$ cat src/rtl/sar_pkg.sv
// Shared definitions for the successive-approximation search controller.
package sar_pkg;

   localparam int SAR_WIDTH = 4;

   typedef enum logic [1:0] {
      ST_IDLE  = 2'd0,
      ST_TRIAL = 2'd1,
      ST_DONE  = 2'd2
   } sar_state_t;

endpackage

$ cat src/rtl/sar_search4_if.sv
// Bundle between the search controller and its requester/comparator side.
interface sar_search4_if
   import sar_pkg::*;
#(
   parameter int WIDTH = SAR_WIDTH
);

   logic             start;
   logic [WIDTH-1:0] trial;
   logic             cmp_g;
   logic             cmp_e;
   logic             cmp_s;
   logic             busy;
   logic             done;
   logic [WIDTH-1:0] result;
   logic             err;

   modport master (
      output start, cmp_g, cmp_e, cmp_s,
      input  trial, busy, done, result, err
   );

   modport slave (
      input  start, cmp_g, cmp_e, cmp_s,
      output trial, busy, done, result, err
   );

endinterface

$ cat src/rtl/sar_cmp_top.sv
// Integration wrapper: search controller paired with a comparator on unknown input a.
module sar_cmp_top
   import sar_pkg::*;
#(
   parameter int WIDTH = SAR_WIDTH
) (
   input  logic             clk,
   input  logic             rst,
   input  logic             start,
   input  logic [WIDTH-1:0] a,
   output logic [WIDTH-1:0] trial,
   output logic             busy,
   output logic             done,
   output logic [WIDTH-1:0] result,
   output logic             err
);

   sar_search4_if #(.WIDTH(WIDTH)) bus ();

   assign bus.start = start;

   sar_cmp4 #(.WIDTH(WIDTH)) u_cmp (
      .a (a),
      .b (bus.trial),
      .g (bus.cmp_g),
      .e (bus.cmp_e),
      .s (bus.cmp_s)
   );

   sar_search4 #(.WIDTH(WIDTH)) u_sar (
      .clk (clk),
      .rst (rst),
      .bus (bus)
   );

   assign trial  = bus.trial;
   assign busy   = bus.busy;
   assign done   = bus.done;
   assign result = bus.result;
   assign err    = bus.err;

endmodule

$ cat src/rtl/sar_search4_cmp.sv
// Combinational magnitude comparator: g = a>b, e = a==b, s = a<b.
module sar_cmp4 #(
   parameter int WIDTH = 4
) (
   input  logic [WIDTH-1:0] a,
   input  logic [WIDTH-1:0] b,
   output logic             g,
   output logic             e,
   output logic             s
);

   assign g = (a > b);
   assign e = (a == b);
   assign s = (a < b);

endmodule

$ cat src/rtl/sar_search4.sv
// MSB-first successive-approximation search driven by an external comparator.
module sar_search4
   import sar_pkg::*;
#(
   parameter int WIDTH = SAR_WIDTH
) (
   input  logic           clk,
   input  logic           rst,
   sar_search4_if.slave   bus
);

   localparam int IDX_W = (WIDTH > 1) ? $clog2(WIDTH) : 1;

   sar_state_t       state_reg, state_next;
   logic [IDX_W-1:0] idx_reg, idx_next;
   logic [WIDTH-1:0] acc_reg, acc_next;
   logic [WIDTH-1:0] result_reg, result_next;
   logic             err_reg, err_next;
   logic [WIDTH-1:0] bit_mask;
   logic             one_hot;

   // One-hot decode of the bit currently under trial.
   generate
      for (genvar gi = 0; gi < WIDTH; gi++) begin : g_mask
         assign bit_mask[gi] = (idx_reg == IDX_W'(gi));
      end
   endgenerate

   // Exactly one flag set: odd parity but not all three.
   assign one_hot = (bus.cmp_g ^ bus.cmp_e ^ bus.cmp_s)
                  & ~(bus.cmp_g & bus.cmp_e & bus.cmp_s);

   always_ff @(posedge clk) begin
      if (rst) begin
         state_reg  <= ST_IDLE;
         idx_reg    <= '0;
         acc_reg    <= '0;
         result_reg <= '0;
         err_reg    <= 1'b0;
      end else begin
         state_reg  <= state_next;
         idx_reg    <= idx_next;
         acc_reg    <= acc_next;
         result_reg <= result_next;
         err_reg    <= err_next;
      end
   end

   always_comb begin
      state_next = state_reg;
      case (state_reg)
         ST_IDLE:  if (bus.start) state_next = ST_TRIAL;
         ST_TRIAL: if (idx_reg == '0) state_next = ST_DONE;
         ST_DONE:  state_next = ST_IDLE;
         default:  state_next = ST_IDLE;
      endcase
   end

   always_comb begin
      idx_next    = idx_reg;
      acc_next    = acc_reg;
      result_next = result_reg;
      err_next    = err_reg;
      case (state_reg)
         ST_IDLE: begin
            if (bus.start) begin
               idx_next = IDX_W'(WIDTH - 1);
               acc_next = '0;
               err_next = 1'b0;
            end
         end
         ST_TRIAL: begin
            // Keep the trial bit only when a >= trial; decision ignores g/e.
            acc_next = bus.cmp_s ? (acc_reg & ~bit_mask) : (acc_reg | bit_mask);
            if (!one_hot) err_next = 1'b1;
            if (idx_reg != '0) idx_next = idx_reg - IDX_W'(1);
            else               result_next = acc_next;
         end
         default: ;
      endcase
   end

   always_comb begin
      bus.trial = '0;
      bus.busy  = 1'b0;
      bus.done  = 1'b0;
      case (state_reg)
         ST_TRIAL: begin
            bus.trial = acc_reg | bit_mask;
            bus.busy  = 1'b1;
         end
         ST_DONE: bus.done = 1'b1;
         default: ;
      endcase
   end

   assign bus.result = result_reg;
   assign bus.err    = err_reg;

endmodule

$ cat config.mk
export PLATFORM = sky130hd
export DESIGN_NAME = sar_cmp_top
export DESIGN_NICKNAME = d
export VERILOG_FILES = /design/src/rtl/sar_pkg.sv /design/src/rtl/sar_search4_if.sv /design/src/rtl/sar_cmp_top.sv /design/src/rtl/sar_search4_cmp.sv /design/src/rtl/sar_search4.sv
export SDC_FILE = /design/constraint.sdc
export NUM_CORES = 1
export LEC_CHECK = 0
export BUFFER_PORTS_ARGS = -buffer_cell sky130_fd_sc_hd__buf_2
export CORE_MARGIN = 4
export CORE_UTILIZATION = 55
export CTS_CLUSTER_SIZE = 10
export DETAILED_ROUTE_END_ITERATION = 12
export GPL_ROUTABILITY_DRIVEN = 0
export PLACE_DENSITY_LB_ADDON = 0.1
export SLEW_MARGIN = 10
export SYNTH_ARGS = -nofsm -noshare
export SYNTH_HDL_FRONTEND = slang
export SYNTH_SLANG_ARGS = --single-unit
$ cat constraint.sdc
create_clock -name clk -period 2.4 [get_ports clk]
set_input_delay 0.24 -clock clk [delete_from_list [all_inputs] [get_ports clk]]
set_output_delay 0.24 -clock clk [all_outputs]
set_load 0.02 [all_outputs]
# Word level (Yosys, flattened, before mapping)
# Index checks and enable logic that the tools add are counted.
[totals]
regBits = 13
input_bits = 7
output_inout_bits = 11
[op_classes]
addsub = 1
order_cmp = 2
n_eq_ne = 10
muxes = 15
bitwise = 10
reduce_logical = 9
[op_table]
columns = ["op", "n"]
rows = [
  ["two-way mux 4 bit", 3],
  ["two-way mux 2 bit", 4],
  ["one-hot mux 2 bit (2 select lines)", 2],
  ["one-hot mux 4 bit (2 select lines)", 1],
  ["equality test 2 bit, second input constant", 3],
  ["AND reduction 2 bit", 3],
  ["AND reduction 3 bit", 2],
  ["bitwise AND 4 bit", 1],
  ["equality test 2 x 1 -> 1 bit, second input constant", 2],
  ["equality test 4 bit", 1],
  ["greater-than comparator 4 bit", 1],
  ["zero test 2 bit", 2],
  ["less-than comparator 4 bit", 1],
  ["two-way mux 1 bit", 4],
  ["inequality test 2 x 1 -> 1 bit, second input constant", 2],
  ["inequality test 2 bit, second input constant", 2],
  ["NOT 4 bit", 1],
  ["bitwise OR 4 bit", 1],
  ["nonzero test 2 bit", 2],
  ["bitwise AND 1 bit", 3],
  ["NOT 1 bit", 2],
  ["one-hot mux 1 bit (2 select lines)", 1],
  ["subtractor 2 x 1 -> 2 bit, second input constant", 1],
  ["bitwise XOR 1 bit", 2],
]

# Depth between registers and ports, before layout
# Gate-level depths: netlist of run 1.
[depth]
ltp_word = 10
depth_mapped = 9
mapped_depth_nobuf = 9

# Cells and area by module
# Synthesis of run 1 repeated with hierarchy kept, for this count alone.
[hier_totals]
cells_unflattened = 95
hier_area_um2 = 850.8
[by_module_without_submodules]
columns = ["module", "n_inst", "cells_per_inst", "area_each_um2", "seq_area_each_um2"]
rows = [
  ["sar_search4", 1, 79, 721.9, 260.2],
  ["sar_cmp4", 1, 16, 128.9, 0.0],
]

# Least setup slack after synthesis of run 1
# No wires, ideal clock.
[synth_path]
path_kind = "register to register"
start = "register u_sar.idx_reg[0]"
end = "register u_sar.err_reg (netlist: u_sar.bus.err)"
setup_time_ps = 96
t_arrival_ps = 1786
t_required_ps = 2304
setup_slack_ps = 518
stages_incl_launch_ff = 10
path_buffers = 0
path_cell_list = "dfxtp_1 > inv_1 > ha_1 > nor2_1 > nor2_1 > ha_1 > inv_1 > a21oi_1 > o21ai_0 > o41ai_2"
[synth_between]
elab_chain_cells = 10
elab_cells_between_ends = 17
cone_classes = "2 x order compare; 5 x eq/ne; 1 x mux; 7 x bitwise; 2 x reduce/logical"
[synth_lines]
columns = ["item", "line", "source"]
rows = [
  ["from (decl)", "sar_search4.sv:15", "logic [IDX_W-1:0] idx_reg, idx_next;"],
  ["from (signal assigned)", "sar_search4.sv:42", "idx_reg <= idx_next;"],
  ["zero test 2 bit *", "sar_search4.sv:25", "assign bit_mask[gi] = (idx_reg == IDX_W'(gi));"],
  ["bitwise OR 4 bit *", "sar_search4.sv:89", "bus.trial = acc_reg | bit_mask;"],
  ["two-way mux 4 bit *", "sar_search4.sv:87", "case (state_reg)"],
  ["net trial[0]", "sar_cmp_top.sv:11", "output logic [WIDTH-1:0] trial,"],
  ["greater-than comparator 4 bit or equality test 4 bit (tied branches)", "sar_search4_cmp.sv:12, sar_search4_cmp.sv:13", ""],
  ["bitwise AND 1 bit (2 in a row)", "sar_search4.sv:31", "& ~(bus.cmp_g & bus.cmp_e & bus.cmp_s);"],
  ["NOT 1 bit", "sar_search4.sv:31", ""],
  ["bitwise AND 1 bit *", "sar_search4.sv:31", ""],
  ["inequality test 2 bit (no source line) *", "--", ""],
  ["AND reduction 3 bit (no source line) *", "--", ""],
  ["to (signal assigned)", "sar_search4.sv:45", "err_reg <= err_next;"],
  ["to (decl)", "sar_search4.sv:18", "logic err_reg, err_next;"],
]
# Mark *: on every way through the listed nets, which the timed path passes. The rest lies on a longest branch.
# A chain may end at the register's enable or synchronous reset.

# Worst setup path after layout of run 1
[layout_path]
start = "register u_sar.state_reg[1]"
end = "register u_sar.result_reg[3] (netlist: u_sar.bus.result[3])"
[layout_between]
elab_chain_cells = 4
elab_cells_between_ends = 5
cone_classes = "1 x order compare; 1 x eq/ne; 2 x mux; 1 x reduce/logical"
[layout_lines]
columns = ["item", "line", "source"]
rows = [
  ["from (decl)", "sar_search4.sv:14", "sar_state_t state_reg, state_next;"],
  ["from (signal assigned)", "sar_search4.sv:41", "state_reg <= state_next;"],
  ["equality test 2 x 1 -> 1 bit *", "sar_search4.sv:64, sar_search4.sv:87", ""],
  ["two-way mux 4 bit", "sar_search4.sv:87", ""],
  ["less-than comparator 4 bit", "sar_search4_cmp.sv:14", "assign s = (a < b);"],
  ["two-way mux 4 bit", "sar_search4.sv:74", "acc_next = bus.cmp_s ? (acc_reg & ~bit_mask) : (acc_reg | bit_mask);"],
  ["to (signal assigned)", "sar_search4.sv:44", "result_reg <= result_next;"],
  ["to (decl)", "sar_search4.sv:17", "logic [WIDTH-1:0] result_reg, result_next;"],
]
# Every way passes the cells marked *; elsewhere a longest branch is shown, timed or not.

==> results of run 1 <==
==> cell type report <==
type                            instances  area (µm²)
Multi-Input combinational cell         72         485
Fill cell                             122         405
Sequential cell                        13         260
Timing Repair Buffer                   18        92.6
Inverter                               12        45.0
Clock buffer                            4        26.3
Tap cell                               15        18.8
==> cell usage in the layout, fill, tap and decap left out, drive strengths merged <==
cell and n:
clkbuf 4, nand4 1, nor3 1, nand2b 2, o21a 4, nor3b 1
a21oi 6, nor2b 2, buf 18, nand2 14, nand3b 1, a21o 1
a211oi 4, o32ai 3, inv 12, dfxtp 13, o41ai 1, o21ai 7
a311oi 3, nor2 13, ha 8
==> worst max path at each step <==
stage / startpoint / slack, ps / to / cells past startpoint
5_1_grt: u_sar.state_reg[1] / 270 / u_sar.bus.err / 7
2_1_floorplan: u_sar.idx_reg[0] / 520 / u_sar.bus.err / 9
3_5_place_dp: u_sar.state_reg[1] / 460 / u_sar.bus.result[3] / 7
3_3_place_gp: u_sar.state_reg[1] / 460 / u_sar.bus.result[1] / 7
6_report: u_sar.state_reg[1] / 440 / u_sar.bus.result[3] / 7
4_1_cts: u_sar.state_reg[1] / 440 / u_sar.bus.result[3] / 7
==> kinds of logic after synthesis <==
logic type	count (synthesis)
and+or+nand+nor	35
AOI/OAI and AO/OA	29
buffers and inverters	15
DFF	13
adders and majority gates	8
==> metal layers <==
layer | vias to the layer above | wire, µm | part of all wire
li1 | 385 | - | -
met1 | 315 | 733 | 0.45
met2 | 22 | 743 | 0.46
met3 | 4 | 112 | 0.069
met4 | 0 | 33 | 0.020
met5 | - | 0 | 0
==> power by group through the flow <==
stage                     clock, W  sequential [W]  combinational (W)
final                     0.000137        0.000240           0.000149
after floorplan                  0        0.000245           0.000110
after CTS                 0.000144        0.000240           0.000149
after global routing      0.000152        0.000242           0.000169
after global placement           0        0.000244           0.000147
after detailed placement         0        0.000245           0.000148
==> through the flow <==
stage | instance area [µm²] | cells | worst slack, ps | power (W)
6_report | 928 | 134 | 440 | 0.000526
5_1_grt | 928 | 134 | 271 | 0.000563
4_1_cts | 928 | 134 | 440 | 0.000533
3_5_place_dp | 902 | 130 | 457 | 0.000393
3_3_place_gp | 902 | 130 | 455 | 0.000391
2_1_floorplan | 807 | 100 | 518 | 0.000355
==> flow_summary.ini, run 1 <==
[job]
maxCapViolations = 0

[drt]
dr_total_vias = 726
drt_wl_total_mm = 1.62
antenna_left = 0
via_per_inst = 5.42
wl_per_cell_um = 12.1
firstDrtPassIters = 4
drtIter0Drc = 8
drc = 0

[pwr]
pwr-share-comb = 0.283
p_leak_nw = 0.430
vdd_drop_max_uv = 456
p_seq_frac = 0.457
sw_frac_of_total = 0.341
clkPwrFrac = 0.260
intPower_w = 0.000347
p_sw_w = 0.000179
p_per_area_nw_per_um2 = 566

[global_route]
grt-busiest-layer = met2
grt-ovfl-total = 0
grt_use_total = 0.182
grt_use_met1 = 0.215
grt_pass1_wl_mm = 2.70
grt_pass1_vias = 640
antenna_found_initial = 0
grt_max_degree = 16
grt.met3_usage = 0.0586
grtUsageMet2 = 0.277

[synthesis]
synth_seq_area_share = 0.322
synth_fa_ha_area_frac = 0.124
async_reset_ff_frac = 0
synthCells = 100
ys_seq_elements = 13
synth_area_leaders = dfxtp_1 (32%), ha_1 (12%), nand2_1 (6.5%), inv_1 (5.1%), nor2_1 (5.1%)
synthFlopType = dfxtp_1
syn_nets = 115
synth_compound_area_frac = 0.256
netlist-cell-type-count = 28
synth_edf_count = 0
synth_xor_area_frac = 0
syn-mean-instance-area_um2 = 8.07
mappedNetlistArea_um2 = 807
synth-simple-area-share = 0.222
synthTopCellsByCount = nand2_1 (14), dfxtp_1 (13), inv_1 (11), nor2_1 (11), ha_1 (8)
synth_top_family_by_area = compound AO/OA/AOI/OAI gates
yosysMostFrequentCell = nand2_1
synth_top_area_share = 0.322
yosysWarnings = 0
synth_area_leader_cell = dfxtp_1
synth_mux_area_frac = 0

[clock_tree]
cts_buffers = 3
clock-sinks = 13
path_clk_slew_ps = 80
clock_path_buffers = 2
cts_resized = 0
htreeDepth = 1
hold_buffers = 0
root_buffer = clkbuf_4
clk_latency_ps = 280
cts_setup_buffers = 0
cts_tree = done

[sta]
max_freq_mhz = 510
relSlewSlack = 0.784
fin_setup_tns_ps = 0
final_max_slew_viol_count = 0
fin_skew_ps = 5.22
hold_viol = 0
timing.hold.ws_ps = 349
setup_violations = 0
tightest_slew_ps = 324
rsz0062_at_grt = no
post-route-period-util = 0.817
fin_crit_ps = 1960

[floorplan]
ios = 18
rows = 13
die_width_um = 46.3
core_area_um2 = 1330
die_y_um = 46.3
initial_core_util = 0.605
die_area_um2 = 2140

[worst_hold_path]
hold_class = in -> reg
hold_end = u_sar.bus.result[0]
min_from = rst
whs_path_depth = 2

[worst_setup_path]
cp_slowest_cell = dfxtp_1
path_buf_inv = 1
worstPathArrival_ps = 2120
crit_required_ps = 2560
r2r_cells = 7
r2r-start = u_sar.state_reg[1]
worstSetupStartpointType = register
crit_path_end_kind = register
crit_family = compound AO/OA/AOI/OAI gates
crit_chain = nand2b_4 > inv_2 > o21ai_1 > ha_1 > a21oi_1 > o21a_1 > a311oi_1
critical_path_class = reg -> reg
r2r-end = u_sar.bus.result[3]
slowest_delay_ps = 510
reg2reg_setup_slack_ps = 440
cp_max_fo = 11

[finish]
drive_gt1_frac = 0.244
final_nets = 135
syn2layout_area_growth_pct = 15.0
antenna_cells = 0
fin_util = 0.696

[place]
portBuffers = 17
dp.final_hpwl_mm = 1.21

[run_status]
status = complete, no violations
Power figures use the tool's default switching activity.
==> inputs of run 2 (changes only) <==
--- a/config.mk
+++ b/config.mk
@@ -7,7 +7,7 @@
 export LEC_CHECK = 0
 export BUFFER_PORTS_ARGS = -buffer_cell sky130_fd_sc_hd__buf_2
 export CORE_MARGIN = 4
-export CORE_UTILIZATION = 55
+export CORE_UTILIZATION = 51
 export CTS_CLUSTER_SIZE = 10
 export DETAILED_ROUTE_END_ITERATION = 12
 export GPL_ROUTABILITY_DRIVEN = 0
==> constraint.sdc (replaced) <==
create_clock -name clk -period 1.9 [get_ports clk]
set_input_delay 0.19 -clock clk [delete_from_list [all_inputs] [get_ports clk]]
set_output_delay 0.19 -clock clk [all_outputs]
set_load 0.02 [all_outputs]
==> flow_summary.ini, run 2 (same netlist as run 1, synthesis figures left out) <==
[sta]
hold_viol = 0
max_freq_mhz = 572
post-route-period-util = 0.920
timing.hold.ws_ps = 308
fin_skew_ps = 1.02
final_max_slew_viol_count = 0
tightest_slew_ps = 327
setup_violations = 0
rsz0062_at_grt = no
fin_crit_ps = 1750
fin_setup_tns_ps = 0
relSlewSlack = 0.782

[pwr]
vdd_drop_max_uv = 438
p_leak_nw = 0.451
p_per_area_nw_per_um2 = 712
total_power_w = 0.000693

[finish]
antenna_cells = 0
nFillCells = 146
drive_gt1_frac = 0.317
final_cell_mix = buf_2 (17), nand2_1 (14), inv_1 (11), nor2_1 (11), dfxtp_1 (11)
final_nets = 139
mostFrequentLayoutCell = buf_2
finalInstanceArea_um2 = 973
fin_cells = 139
syn2layout_area_growth_pct = 20.6

[clock_tree]
hold_buffers = 0
htreeDepth = 1
clock-sinks = 13
clk_latency_ps = 280
cts_tree = done
cts_buffers = 3
clock_path_buffers = 2
root_buffer = clkbuf_4
path_clk_slew_ps = 80

[worst_setup_path]
worstSetupStartpointType = register
r2r_cells = 7
r2r-start = u_sar.idx_reg[1]
crit_path_end_kind = register
cp_max_fo = 5
critical_path_class = reg -> reg
crit_required_ps = 2090
reg2reg_setup_slack_ps = 150
worstPathArrival_ps = 1940
r2r-end = u_sar.bus.err

[drt]
antenna_left = 0
drtIter0Drc = 10
dr_total_vias = 745
firstDrtPassIters = 4
wl_per_cell_um = 13.5
via_per_inst = 5.36
drc = 0
drt_wl_total_mm = 1.87

[global_route]
antenna_found_initial = 0
grt.met3_usage = 0.0338
grt-ovfl-total = 0
grt_use_total = 0.183
grt-busiest-layer = met2
grt_pass1_vias = 647
grt_max_degree = 16
grtUsageMet2 = 0.298
grt_use_met1 = 0.232
grt_pass1_wl_mm = 2.90

[floorplan]
rows = 14
ios = 18
die_area_um2 = 2280
initial_core_util = 0.536
die_y_um = 47.8
die_width_um = 47.8
core_area_um2 = 1510

[place]
portBuffers = 17
dp.cells = 135
dp.final_hpwl_mm = 1.33
placed_area_um2 = 933

[run_status]
status = complete, no violations

[worst_hold_path]
hold_class = in -> reg
hold_end = u_sar.bus.result[0]
whs_path_depth = 2
min_from = rst

[job]
maxCapViolations = 0
## run 2: how the worst max path moves through the flow
stage                startpoint                   to  depth (start not counted)
2_1_floorplan  u_sar.idx_reg[0]        u_sar.bus.err                          9
3_3_place_gp   u_sar.idx_reg[1]        u_sar.bus.err                          7
3_5_place_dp   u_sar.idx_reg[1]  u_sar.bus.result[1]                          7
4_1_cts        u_sar.idx_reg[1]        u_sar.bus.err                          7
5_1_grt        u_sar.idx_reg[1]        u_sar.bus.err                          7
6_report       u_sar.idx_reg[1]        u_sar.bus.err                          7
## run 2: through the flow
step / worst slack (ps) / util
floorplan: 18.5 / -
global placement: 56.5 / 0.620
detailed placement: 20.6 / 0.620
CTS: 4.37 / 0.637
global route: 24.2 / 0.646
finish: 152 / 0.646
## run 2: per-layer routing
| layer | vias up | routed length [µm] |
|---|---|---|
| met2 | 14 | 946 |
| met3 | 4 | 65 |
| li1 | 394 | - |
| met5 | - | 0 |
| met1 | 333 | 833 |
| met4 | 0 | 27 |
## run 2: critical path, cell delays in order, from the launching register on
cell     delay [ps]
dfxtp_2         370
inv_1            60
ha_1            200
o21ai_1         190
ha_1            290
a21oi_2         150
o21ai_1         110
o41ai_2         280
## run 2: where the power goes
group	internal, W	leakage [nW]	switching [W]
registers	0.000289	0.106	0.0000138
logic	0.0000807	0.330	0.000132
clock network	0.0000815	0.0150	0.0000965
total	0.000451	0.451	0.000242
## run 2: timing repair
action | in CTS | in global routing
buffers inserted | 0 | 0
setup endpoints to repair | 0 | 9
resized for setup | 0 | 7
## run 2: cell type report
| class | instances | area [µm²] | area share |
|---|---|---|---|
| clock buffer | 4 | 26.3 | 0.0270 |
| inverter | 12 | 45.0 | 0.0463 |
| multi-input combinational | 72 | 497 | 0.510 |
| sequential | 13 | 263 | 0.270 |
| tap | 16 | 20.0 | 0.0206 |
| timing repair buffer | 22 | 123 | 0.126 |
==> inputs of run 3 (changes only) <==
--- a/config.mk
+++ b/config.mk
@@ -12,6 +12,7 @@
 export DETAILED_ROUTE_END_ITERATION = 12
 export GPL_ROUTABILITY_DRIVEN = 0
 export PLACE_DENSITY_LB_ADDON = 0.1
+export SETUP_SLACK_MARGIN = 0.2
 export SLEW_MARGIN = 10
 export SYNTH_ARGS = -nofsm -noshare
 export SYNTH_HDL_FRONTEND = slang
==> constraint.sdc (replaced) <==
create_clock -name clk -period 1.8 [get_ports clk]
set_input_delay 0.18 -clock clk [delete_from_list [all_inputs] [get_ports clk]]
set_output_delay 0.18 -clock clk [all_outputs]
set_load 0.02 [all_outputs]
==> flow_summary.ini, run 3 (same netlist as run 1, synthesis figures left out) <==
[finish]
final_nets = 146
drive_gt1_frac = 0.508
antenna_cells = 0
mostFrequentLayoutCell = buf_2
finalInstanceArea_um2 = 1210
seq_area_um2 = 268
nFillCells = 106
final_cell_mix = buf_2 (17), nand2_1 (13), buf_4 (11), dfxtp_1 (11), nor2_1 (9)
syn2layout_area_growth_pct = 49.8
fin_cells = 146
multi_input_area_um2 = 661

[drt]
firstDrtPassIters = 4
drc = 0
via_per_inst = 5.67
drt_wl_total_mm = 2.07
top_layer_used = met4
dr_total_vias = 828
drtIter0Drc = 16
antenna_left = 0
wl_met1_um = 870
wl_per_cell_um = 14.1
dr_wl_met3_um = 151
met2WireLength_mm = 1.01

[floorplan]
core_area_um2 = 1510
die_y_um = 47.8
initial_core_util = 0.536
die_area_um2 = 2280
rows = 14
die_width_um = 47.8
ios = 18

[worst_setup_path]
r2r-end = u_sar.bus.result[2]
r2r-start = u_sar.idx_reg[1]
crit_path_end_kind = register
r2r_cells = 7
crit_required_ps = 1950
worstSetupStartpointType = register
crit_chain = inv_4 > ha_4 > o21ai_4 > ha_4 > a21oi_4 > o21a_4 > a311oi_2
slowest_delay_ps = 390
critical_path_class = reg -> reg
cp_max_fo = 7
reg2reg_setup_slack_ps = 190
crit_top_cell = ha_4
cp_slowest_cell = dfxtp_4
worstPathArrival_ps = 1760

[clock_tree]
path_clk_slew_ps = 80
hold_buffers = 0
root_buffer = clkbuf_4
clk_latency_ps = 270
cts_tree = done
clock-sinks = 13
cts_buffers = 3
clock_path_buffers = 2
htreeDepth = 1

[global_route]
antenna_found_initial = 0
grt-ovfl-total = 0
grt_use_total = 0.196
grt_pass1_wl_mm = 3.21
grt_max_degree = 16
grt_pass1_vias = 743

[place]
dp.final_hpwl_mm = 1.40
placed_area_um2 = 976
portBuffers = 17
dp.cells = 136
dp_slack_ps = 4.26

[run_status]
status = complete, no violations

[sta]
fin_crit_ps = 1610
fin_ws_ps = 189
fin_skew_ps = 3.11
relSlewSlack = 0.767
hold_viol = 0
final_max_slew_viol_count = 0
max_freq_mhz = 621
tightest_slew_ps = 349
timing.hold.ws_ps = 305
post-route-period-util = 0.895
rsz0062_at_grt = yes
fin_setup_tns_ps = 0
setup_violations = 0

[worst_hold_path]
hold_class = in -> reg
hold_end = u_sar.idx_reg[1]
whs_path_depth = 5
min_from = start

[pwr]
vdd_drop_max_uv = 460
p_per_area_nw_per_um2 = 688
p_leak_nw = 0.501

[job]
maxCapViolations = 0
run 3: cell count changes in the layout (fill, tap and decap cells not counted), moves of 3 or more:
cell,previous run,this run
o21ai_4,0,3
o21ai_1,3,0
buf_4,5,11
inv_1,11,8
ha_1,7,0
ha_4,0,5
run 3: worst max-delay path by stage:
stage                       start                  end  slack [ps]  cells after the start
2_1_floorplan  u_sar.state_reg[1]  u_sar.bus.result[1]         110                      8
3_3_place_gp     u_sar.idx_reg[1]  u_sar.bus.result[3]          70                      7
3_5_place_dp     u_sar.idx_reg[0]  u_sar.bus.result[3]           4                      9
4_1_cts          u_sar.idx_reg[0]        u_sar.bus.err         190                      6
5_1_grt          u_sar.idx_reg[0]  u_sar.bus.result[2]         130                      9
6_report         u_sar.idx_reg[1]  u_sar.bus.result[2]         190                      7
run 3: per-layer routing:
layer	vias to the layer above	track usage
met5	-	0
met4	0	0.0430
met3	6	0.0376
met2	34	0.340
met1	376	0.249
li1	412	-
run 3: layout make-up:
type,count,share of cell area
clock buffer,4,0.0217
inverter,12,0.0455
multi-input combinational,72,0.547
sequential,13,0.222
tap,16,0.0166
timing repair buffer,29,0.148
run 3: what timing repair did:
item | in CTS | in global routing
buffers inserted | 3 | 3
pin swaps | 13 | 10
setup endpoints to repair | 9 | 9
cloned | 0 | 0
gates resized for setup | 25 | 6
run 3: where the power goes:
| group | switching [W] | leakage [nW] | total, W | internal, W |
|---|---|---|---|---|
| registers | 0.0000194 | 0.107 | 0.000325 | 0.000305 |
| logic | 0.000182 | 0.379 | 0.000329 | 0.000147 |
| clock network | 0.0000927 | 0.0150 | 0.000178 | 0.0000857 |
| total | 0.000294 | 0.501 | 0.000832 | 0.000538 |
run 3: through the flow:
step	util	power (W)
finish	0.802	0.000832
global route	0.802	0.000889
CTS	0.762	0.000804
detailed placement	0.648	0.000561
global placement	0.648	0.000556
floorplan	-	0.000495
run 3: worst max-delay path, delay by kind of cell, from the launching register on:
| family | cells | cell delay (ps) |
|---|---|---|
| buffers and inverters | 1 | 50 |
| AOI/OAI and AO/OA | 4 | 650 |
| adders and majority gates | 2 | 400 |
| DFF | 1 | 390 |
